## config.mk

```make
export PLATFORM = sky130hd
export DESIGN_NAME = mem_arbiter
export DESIGN_NICKNAME = d
export VERILOG_FILES = /design/src/rtl/mem_arbiter.sv
export SDC_FILE = /design/constraint.sdc
export NUM_CORES = 1
export LEC_CHECK = 0
export CAP_MARGIN = 20
export CORE_AREA = 2 2 104 106
export DETAILED_ROUTE_END_ITERATION = 8
export DIE_AREA = 0 0 106 108
export DONT_BUFFER_PORTS = 1
export MAX_ROUTING_LAYER = met4
export PLACE_DENSITY = 0.64
export SLEW_MARGIN = 10
export SYNTH_ARGS = -nofsm -noshare
export SYNTH_HDL_FRONTEND = slang
export SYNTH_SLANG_ARGS = --single-unit
export TNS_END_PERCENT = 20
```

## constraint.sdc

```tcl
create_clock -name CLK -period 2.09 [get_ports CLK]
set_clock_uncertainty 0.1 [all_clocks]
set_input_delay 0.3135 -clock CLK [delete_from_list [all_inputs] [get_ports CLK]]
set_output_delay 0.3135 -clock CLK [all_outputs]
set_load 0.01 [all_outputs]
```

## src/rtl/mem_arbiter.sv

```systemverilog
// Single-port RAM arbiter between instruction and data requesters, data first by default.
// Define ARB_FAIRNESS_EN to alternate grants when both requesters are pending.
module mem_arbiter #(
    parameter int          TIMEOUT = 64,
    parameter logic [31:0] ERRWORD = 32'hBAD1BAD1
) (
    input  logic        CLK,
    input  logic        nRST,
    input  logic        iREN,
    input  logic [31:0] iaddr,
    output logic        iwait,
    output logic [31:0] iload,
    input  logic        dREN,
    input  logic        dWEN,
    input  logic [31:0] daddr,
    input  logic [31:0] dstore,
    output logic        dwait,
    output logic [31:0] dload,
    output logic        ramREN,
    output logic        ramWEN,
    output logic [31:0] ramaddr,
    output logic [31:0] ramstore,
    input  logic [31:0] ramload,
    input  logic [1:0]  ramstate,
    output logic        ccerr
);

    typedef enum logic [1:0] {
        IDLE = 2'd0,
        IREQ = 2'd1,
        DREQ = 2'd2
    } state_t;

    localparam logic [1:0] RS_BUSY   = 2'd1;
    localparam logic [1:0] RS_ACCESS = 2'd2;
    localparam logic [1:0] RS_ERROR  = 2'd3;
    localparam logic [7:0] TO_C      = 8'(TIMEOUT);

    state_t      state_q, state_d;
    logic        ren_q, ren_d;
    logic        wen_q, wen_d;
    logic [31:0] addr_q, addr_d;
    logic [31:0] store_q, store_d;
    logic [7:0]  cnt_q, cnt_d;
    logic        ccerr_q, ccerr_d;
    logic        d_req_s;
    logic        d_first_s;
    logic        owner_req_s;
    logic        done_s;
    logic        go_idle_s;
    logic [31:0] xfer_s;

    assign d_req_s = dREN | dWEN;

`ifdef ARB_FAIRNESS_EN
    logic last_d_q, last_d_d;
    // With fairness, a pending instruction request beats data right after a data grant.
    assign d_first_s = d_req_s & ~(iREN & last_d_q);
`else
    assign d_first_s = d_req_s;
`endif

    // Next-state, grant capture and completion signalling.
    always_comb begin
        state_d   = state_q;
        ren_d     = ren_q;
        wen_d     = wen_q;
        addr_d    = addr_q;
        store_d   = store_q;
        cnt_d     = cnt_q;
        ccerr_d   = ccerr_q;
        done_s    = 1'b0;
        go_idle_s = 1'b0;
        xfer_s    = 32'd0;
        iwait     = 1'b1;
        dwait     = 1'b1;
        iload     = 32'd0;
        dload     = 32'd0;
`ifdef ARB_FAIRNESS_EN
        last_d_d  = last_d_q;
`endif
        owner_req_s = (state_q == IREQ) ? iREN : d_req_s;

        case (state_q)
            IDLE: begin
                if (d_first_s) begin
                    state_d = DREQ;
                    ren_d   = ~dWEN;
                    wen_d   = dWEN;
                    addr_d  = daddr;
                    store_d = dWEN ? dstore : 32'd0;
                    cnt_d   = 8'd0;
`ifdef ARB_FAIRNESS_EN
                    last_d_d = 1'b1;
`endif
                end else if (iREN) begin
                    state_d = IREQ;
                    ren_d   = 1'b1;
                    wen_d   = 1'b0;
                    addr_d  = iaddr;
                    store_d = 32'd0;
                    cnt_d   = 8'd0;
`ifdef ARB_FAIRNESS_EN
                    last_d_d = 1'b0;
`endif
                end else begin
                    state_d = IDLE;
                end
            end
            IREQ, DREQ: begin
                // A withdrawn request aborts silently, even if the RAM answers this cycle.
                if (!owner_req_s) begin
                    go_idle_s = 1'b1;
                end else if ((ramstate == RS_ACCESS) || (ramstate == RS_ERROR)) begin
                    done_s    = 1'b1;
                    go_idle_s = 1'b1;
                    xfer_s    = ramload;
                    ccerr_d   = ccerr_q | (ramstate == RS_ERROR);
                end else if (cnt_q >= TO_C) begin
                    done_s    = 1'b1;
                    go_idle_s = 1'b1;
                    xfer_s    = ERRWORD;
                    ccerr_d   = 1'b1;
                end else if ((ramstate == RS_BUSY) && (cnt_q != 8'hFF)) begin
                    cnt_d = cnt_q + 8'd1;
                end else begin
                    cnt_d = cnt_q;
                end
            end
            default: begin
                go_idle_s = 1'b1;
            end
        endcase

        if (go_idle_s) begin
            state_d = IDLE;
            ren_d   = 1'b0;
            wen_d   = 1'b0;
            addr_d  = 32'd0;
            store_d = 32'd0;
        end else begin
            state_d = state_d;
        end

        if (done_s && (state_q == IREQ)) begin
            iwait = 1'b0;
            iload = xfer_s;
        end else if (done_s && (state_q == DREQ)) begin
            dwait = 1'b0;
            dload = xfer_s;
        end else begin
            iwait = 1'b1;
            dwait = 1'b1;
        end
    end

    // State and registered RAM-side outputs.
    always_ff @(posedge CLK or negedge nRST) begin
        if (!nRST) begin
            state_q  <= IDLE;
            ren_q    <= 1'b0;
            wen_q    <= 1'b0;
            addr_q   <= 32'd0;
            store_q  <= 32'd0;
            cnt_q    <= 8'd0;
            ccerr_q  <= 1'b0;
`ifdef ARB_FAIRNESS_EN
            last_d_q <= 1'b0;
`endif
        end else begin
            state_q  <= state_d;
            ren_q    <= ren_d;
            wen_q    <= wen_d;
            addr_q   <= addr_d;
            store_q  <= store_d;
            cnt_q    <= cnt_d;
            ccerr_q  <= ccerr_d;
`ifdef ARB_FAIRNESS_EN
            last_d_q <= last_d_d;
`endif
        end
    end

    assign ramREN   = ren_q;
    assign ramWEN   = wen_q;
    assign ramaddr  = addr_q;
    assign ramstore = store_q;
    assign ccerr    = ccerr_q;

endmodule

```

==> metrics.txt <==
# TYPE chip_impl_metric gauge
chip_impl_metric{name="synth.yosys.seq_area_share",unit="%"} 47.83
chip_impl_metric{name="layout-drive-gt1-share",unit="%"} 29.95
chip_impl_info{name="cts_tree",value="built"} 1
chip_impl_info{name="failing_checks",value="negative hold slack, negative setup slack"} 1
chip_impl_metric{name="grt_start_max_net_pins",unit=""} 78
chip_impl_info{name="clock_root_cell",value="sky130_fd_sc_hd__clkbuf_8"} 1
chip_impl_metric{name="overall_die_width",unit="microns"} 106
chip_impl_metric{name="mappedNetlistArea",unit="sq mm"} 0.004029
chip_impl_metric{name="cts_inserted_buffers",unit=""} 9
chip_impl_info{name="unrepaired_setup_endpoints_after_global_routing",value="true"} 1
chip_impl_info{name="critPathTopFamily",value="buffers and inverters"} 1
chip_impl_metric{name="min_clock_period_post_route",unit="ns"} 2.301
chip_impl_metric{name="number_of_global_route_vias_before_repair",unit=""} 3962
chip_impl_metric{name="post_drt_via_cell_ratio",unit=""} 5.484
chip_impl_metric{name="n_antenna_cell",unit=""} 0
chip_impl_metric{name="post-route-cell-area",unit="sq mm"} 0.005963
chip_impl_metric{name="dp_worst_setup_slack",unit="ns"} -0.06837
chip_impl_metric{name="hold_viol",unit=""} 77
chip_impl_metric{name="slew_viol_final",unit=""} 0
chip_impl_info{name="timing.critical_path.from_type",value="flop"} 1
chip_impl_metric{name="wl_per_cell",unit="microns"} 18.44
chip_impl_metric{name="syn_area_per_cell",unit="sq um"} 8.933
chip_impl_metric{name="whs",unit="ns"} -0.4435
chip_impl_info{name="status",value="complete, but fails checks"} 1
chip_impl_metric{name="clock_insertion_delay_worst_skew",unit="ns"} 0.35
chip_impl_metric{name="grt-ovfl-total",unit=""} 0
chip_impl_metric{name="place.gp.congestion",unit=""} 0.8264
chip_impl_metric{name="max_freq",unit="MHz"} 434.5
chip_impl_metric{name="cts.reportedPaths.clkPinSlew",unit="ns"} 0.09
chip_impl_metric{name="floorplan.rows",unit=""} 37
chip_impl_metric{name="dpl.hpwl",unit="microns"} 8601
chip_impl_metric{name="synth_cell_types",unit=""} 46
chip_impl_metric{name="tightest_slew",unit="ns"} 0.5583
chip_impl_metric{name="required",unit="ns"} 1.68
chip_impl_metric{name="filler_cell_count",unit=""} 871
chip_impl_metric{name="critPathMaxFanout",unit=""} 7
chip_impl_metric{name="first_pass_iters",unit=""} 4
chip_impl_metric{name="finalSetupTns",unit="ns"} -10.52
chip_impl_metric{name="placedInstanceArea",unit="sq mm"} 0.004765
chip_impl_metric{name="number_of_buffers_added_to_fix_hold_violations_after_cts",unit=""} 61
chip_impl_metric{name="post-route-period-util",unit="%"} 110.1
chip_impl_metric{name="fp.dieArea",unit="sq mm"} 0.01145
chip_impl_metric{name="power.density_cell_area",unit="mW/mm^2"} 1066
chip_impl_metric{name="core_region_area",unit="sq mm"} 0.01023
chip_impl_metric{name="grt.total_usage",unit="%"} 23.14
chip_impl_metric{name="worst-endpoint-arrival",unit="ns"} 1.89
chip_impl_metric{name="antenna_found_initial",unit=""} 0
chip_impl_metric{name="postRouteAntennaNets",unit=""} 0
chip_impl_info{name="setup.worst_path.end_class",value="output port"} 1
chip_impl_info{name="worstSetupPathType",value="reg -> out"} 1
chip_impl_metric{name="ys.warnings.count",unit=""} 0
chip_impl_metric{name="port-buffer-count",unit=""} 0
chip_impl_metric{name="timing.final.ws_setup",unit="ns"} -0.2114
chip_impl_metric{name="initial_core_utilization",unit="%"} 39.38
chip_impl_metric{name="yosys_register_bits",unit=""} 77
chip_impl_info{name="timing.hold.worst.class",value="in -> async"} 1
chip_impl_metric{name="first_pass_grt_wire_length",unit="microns"} 20360
chip_impl_metric{name="syn_nets",unit=""} 590
chip_impl_metric{name="numClockSinks",unit=""} 77
chip_impl_metric{name="routed_wl",unit="microns"} 13400
chip_impl_metric{name="area_growth_syn_to_layout",unit="%"} 48.01
chip_impl_metric{name="htree_levels",unit=""} 3
chip_impl_metric{name="total_power",unit="W"} 0.006358
chip_impl_metric{name="syn_inst",unit=""} 451
chip_impl_metric{name="clock_tree.buffer_depth",unit=""} 2
chip_impl_metric{name="die_h",unit="microns"} 108
chip_impl_metric{name="vdd.ir_drop.worst",unit="mV"} 0.4402
chip_impl_metric{name="detail_route.iter0.violations",unit=""} 305
chip_impl_metric{name="cellLeakagePower",unit="nW"} 2.708
chip_impl_metric{name="slew-limit-headroom",unit="%"} 62.78
chip_impl_info{name="crit_path_top_delay_cell",value="sky130_fd_sc_hd__dfrtp_1"} 1
chip_impl_info{name="crit_chain",value="inv_2 > ha_4 > buf_6 > and2_4 > clkbuf_16 > nand2_1 > nor2_1 > buf_4"} 1
chip_impl_metric{name="max_cap_violations",unit=""} 0
chip_impl_metric{name="dr_total_vias",unit=""} 3987
chip_impl_metric{name="finalSetupViolCount",unit=""} 109
chip_impl_metric{name="crit_path_max_incr_delay",unit="ns"} 0.39
chip_impl_metric{name="detail_route.drc_violations",unit=""} 0
chip_impl_metric{name="i_o_pin_count",unit=""} 268
chip_impl_metric{name="nets_final",unit=""} 725
chip_impl_metric{name="path_buf_inv",unit=""} 4
[cells in the mapped netlist (all sizes together)]
master  instances  area, sq um
a211o           1        8.760
a211oi          1        7.510
a21o            1        7.510
a21oi           1        8.760
a22o           32        280.3
a311oi         32        280.3
a31o            1        8.760
a31oi           1        12.51
and2            3        18.77
and2b           1        7.510
and3            1        6.260
and3b           1        8.760
buf            19        111.4
clkbuf         17        67.57
dfrtp          77         1927
ha              4        50.05
inv             4        15.01
mux2i           1        10.01
nand2          85        319.1
nand2b          5        31.28
nand3           8        40.04
nand3b          3        22.52
nand4           3        18.77
nor2          102        382.9
nor2b          18        112.6
nor3            3        31.28
nor3b           1        7.510
nor4            2        12.51
nor4bb          1        10.01
o21a            2        15.01
o21ai           6        33.78
o21ba           1        10.01
o221ai          3        32.53
o22a            2        17.52
o311ai          3        48.80
o31ai           1        21.27
or2             3        18.77
or3             1        6.260
[per-stage QoR]
stage / hold slack (ns) / utilization [%] / std cells
after floorplan: -0.08209 / - / 451
after global placement: -0.08003 / 46.42 / 637
after detailed placement: -0.07992 / 46.57 / 638
after CTS: -0.4819 / 56.35 / 720
after global routing: -0.4829 / 58.29 / 727
final: -0.4435 / 58.29 / 727
[worst reg2reg max path: cells and delay by family, from the launching register on]
kind,cells,cell delay (ns)
compound gates,4,0.96
buf+inv,3,0.43
flops,1,0.41
fa+ha+maj,1,0.21
[per-layer routing]
metal / vias to the layer above / part of all wire (%) / GRT usage (%)
met1: 1903 / 38 / 25.30
met2: 226 / 52 / 41.80
met5: - / 0 / -
met4: 0 / 2.6 / 7.801
li1: 1830 / - / -
met3: 28 / 7.8 / 5.184
[power by group]
| part | switching, W | internal [W] | total [W] |
|---|---|---|---|
| sequential | 0.000561 | 0.00195 | 0.00251 |
| combinational | 0.00144 | 0.00124 | 0.00268 |
| clock | 0.000598 | 0.000568 | 0.00117 |
| total | 0.00260 | 0.00376 | 0.00636 |
[timing repair]
item | in CTS | in global routing
hold endpoints to repair | 126 | 77
gates resized for setup | 38 | 35
buffers inserted | 3 | 6
gates cloned | 2 | 1
endpoints found under the setup margin | 70 | 116
pin swaps | 2 | 31
[sequential cells by signal, summed over array words and instances, names as in the netlist]
register / cells
ccerr: 1
ramREN: 1
ramWEN: 1
cnt_q: 8
state_q: 2
ramstore: 32
ramaddr: 32
[worst paths after layout]
kind,from,depth (start not counted),end,slack (ns)
worst max register to register,state_q[0],8,ramstore[13],-0.07
worst min register to register,cnt_q[4],1,cnt_q[4],0.47
min in group CLK,iaddr[6],2,ramaddr[6],0.03
worst min-delay path,nRST,0,ramaddr[13],-0.44
max in group asynchronous,nRST,0,cnt_q[5],2.21
worst max-delay path,state_q[0],8,iload[8],-0.21
[kinds of logic after synthesis]
family | after synthesis | share of synthesized area [%]
and+or+nand+nor | 241 | 26.18
muxes | 1 | 0.2485
adders and majority gates | 4 | 1.242
DFF | 77 | 47.83
AOI/OAI and AO/OA | 88 | 19.69
buffers and inverters | 40 | 4.814
[area by class of cell]
cell class / instances / area (sq um) / share of cell area [%]
multi-input cells: 334 / 2115 / 35.46
flip-flops and latches: 77 / 1927 / 32.31
repair buffers: 160 / 1529 / 25.64
well taps: 136 / 170.2 / 2.854
clock buffers: 9 / 123.9 / 2.077
clock inverters: 7 / 81.33 / 1.364
inverters: 4 / 17.52 / 0.2937
[layout by cell type, fill, tap and decap left out, types with 5 or more instances in the layout]
| master | instances |
|---|---|
| sky130_fd_sc_hd__a22o_1 | 32 |
| sky130_fd_sc_hd__a311oi_1 | 32 |
| sky130_fd_sc_hd__buf_12 | 7 |
| sky130_fd_sc_hd__buf_4 | 81 |
| sky130_fd_sc_hd__buf_6 | 8 |
| sky130_fd_sc_hd__clkbuf_8 | 9 |
| sky130_fd_sc_hd__dfrtp_1 | 77 |
| sky130_fd_sc_hd__dlygate4sd3_1 | 61 |
| sky130_fd_sc_hd__nand2_1 | 78 |
| sky130_fd_sc_hd__nand2b_1 | 5 |
| sky130_fd_sc_hd__nand3_1 | 7 |
| sky130_fd_sc_hd__nor2_1 | 71 |
| sky130_fd_sc_hd__nor2_2 | 27 |
| sky130_fd_sc_hd__nor2b_1 | 18 |
No activity file was read; power rests on OpenSTA's default activity.
==> variant (same settings) <==
Add a define of `ARB_FAIRNESS_EN`.
--- a/src/rtl/mem_arbiter.sv
+++ b/src/rtl/mem_arbiter.sv
@@ -2,2 +2,4 @@
 // Define ARB_FAIRNESS_EN to alternate grants when both requesters are pending.
+`define ARB_FAIRNESS_EN
+
 module mem_arbiter #(
Formal check against the unedited RTL: not equivalent (a bounded check fails within 4 cycles, from zero or initial values and one cycle with nRST low).
==> variant against the original RTL <==
- the run still ends with negative hold slack, negative setup slack left
- hold slack got worse by 0.0011 ns
- sequential share of layout area is 1.3 points higher
- synthesized area grew 1.5%
- sequential cell count rose by 1
- utilization decreased by 1.5 points
- wire length shrank 3.9%
- final area decreased by 2.5%
- final cell count is 7.4% lower
- total power increased by 11%
- worst setup slack got worse by 0.10 ns
- die area is the same
- largest cell class unchanged
==> variant: results (changes against the original RTL) <==
| Metric | Value |
|---|---|
| Final HPWL DP | `8663 microns (+0.73%)` |
| Post-synth net total | `559 (-5.3%)` |
| Leakage | `2.633 nW (-2.8%)` |
| Via-per-instance ratio | `5.526 (+0.76%)` |
| Mean Syn Cell Area | `9.733 sq um (+8.9%)` |
| Worst r2r src | `state_q[1]$_DFFE_PN0P_` |
| Seq pwr share | `0.371 (-0.024)` |
| Status | `complete, but fails checks` |
| Wire length on met2 | `7094 microns (+1.7%)` |
| Hold Buf Count CTS | `32 (-48%)` |
| Layout cells sized above 1 | `0.3396 (+0.04006)` |
| Area share of fa/ha/maj cells after synthesis | `0.01224 (-0.0001787)` |
| Sequential Power | `0.00263 W (+5%)` |
| Clk. pwr | `0.00102 W (-13%)` |
| Total GRT Usage | `0.2179 (-0.01353)` |
| Wire per inst | `19.14 microns (+3.8%)` |
| Worst hold margin | `-0.4445 ns (-0.001054 ns)` |
| Post-synth top cells | `98 x nor2_1, 78 x dfrtp_1, 32 x a211oi_1, 32 x a22o_1, 32 x mux2i_1` |
| Routability cong. | `0.8033 (-2.8%)` |
| PostCTS Resize Cnt | `57 (+50%)` |
| Reg-to-reg endpoint | `cnt_q[4]$_DFFE_PN0P_` |
| Met1 usage | `0.2237 (-0.02929)` |
| Worst Setup EP | `dload[13]` |
| Post-synthesis mux area share | `0.07836 (+0.07587)` |
| Final setup viols | `77 (-29%)` |
| Maximum VDD drop | `0.6717 mV (+53%)` |
| Synth top area cells | `dfrtp_1 48%, nor2_1 9.0%, mux2i_1 7.8%, a22o_1 6.9%, a211oi_1 5.9%` |
| CP max FO | `8 (+1)` |
| Slew @ Worst Pin | `0.5621 ns (+0.003799 ns)` |
| Final hold vios | `78 (+1.3%)` |
| Violated checks | `negative hold slack, negative setup slack` |
| Worst slack at placement | `-0.1651 ns (-0.09676 ns)` |
| Internal power | `0.004059 W (+8.0%)` |
| Placed inst area | `4821 sq um (+1.2%)` |
| Largest net degree at the start of global routing | `79 (+1.3%)` |
| Internal reg-to-reg setup slack | `-0.11 ns (-0.04 ns)` |
| Metal3 WL | `900 microns (-14%)` |
| Final worst setup slack | `-0.3119 ns (-0.1006 ns)` |
| Final TNS setup | `-15.68 ns (-5.159 ns)` |
| M1 WL | `4682 microns (-7.0%)` |
| Inst Count DP | `613 (-3.9%)` |
| Cells on worst reg2reg path | `9 (+1)` |
| Sequential cell area fraction in the yosys report | `0.4775 (-0.0007586)` |
| Synth cell types | `45 (-2.2%)` |
| M2 GR Usage | `0.3991 (-0.01889)` |
| Fin cells | `673 (-7.4%)` |
==> variant: changes by cell type after synthesis, moves of 3 or more <==
cell,change
o311ai_2,-3
o211ai_1,+3
buf_6,+5
nand2_1,-61
clkbuf_1,-6
a211oi_1,+31
nor2_1,-4
a311oi_1,-32
mux2i_1,+31
nor3_1,+3
or2_1,-3
buf_4,-3
==> variant: critical path: stages, from the launching register on <==
cell and delay [ns]:
dfrtp_1 0.38, inv_2 0.06, ha_4 0.28, buf_8 0.10, and2_4 0.14, nand4b_1 0.11
buf_6 0.17, clkbuf_16 0.18, nor2_2 0.10, buf_4 0.13
==> variant: layout make-up <==
| type | instances | area (sq um) |
|---|---|---|
| Antenna cell | 1 | 2.502 |
| Clock buffer | 10 | 137.6 |
| Clock inverter | 5 | 35.03 |
| Fill cell | 840 | 4417 |
| Inverter | 2 | 7.507 |
| Multi-Input combinational cell | 307 | 2222 |
| Sequential cell | 78 | 1952 |
| Tap cell | 136 | 170.2 |
| Timing Repair Buffer | 134 | 1287 |
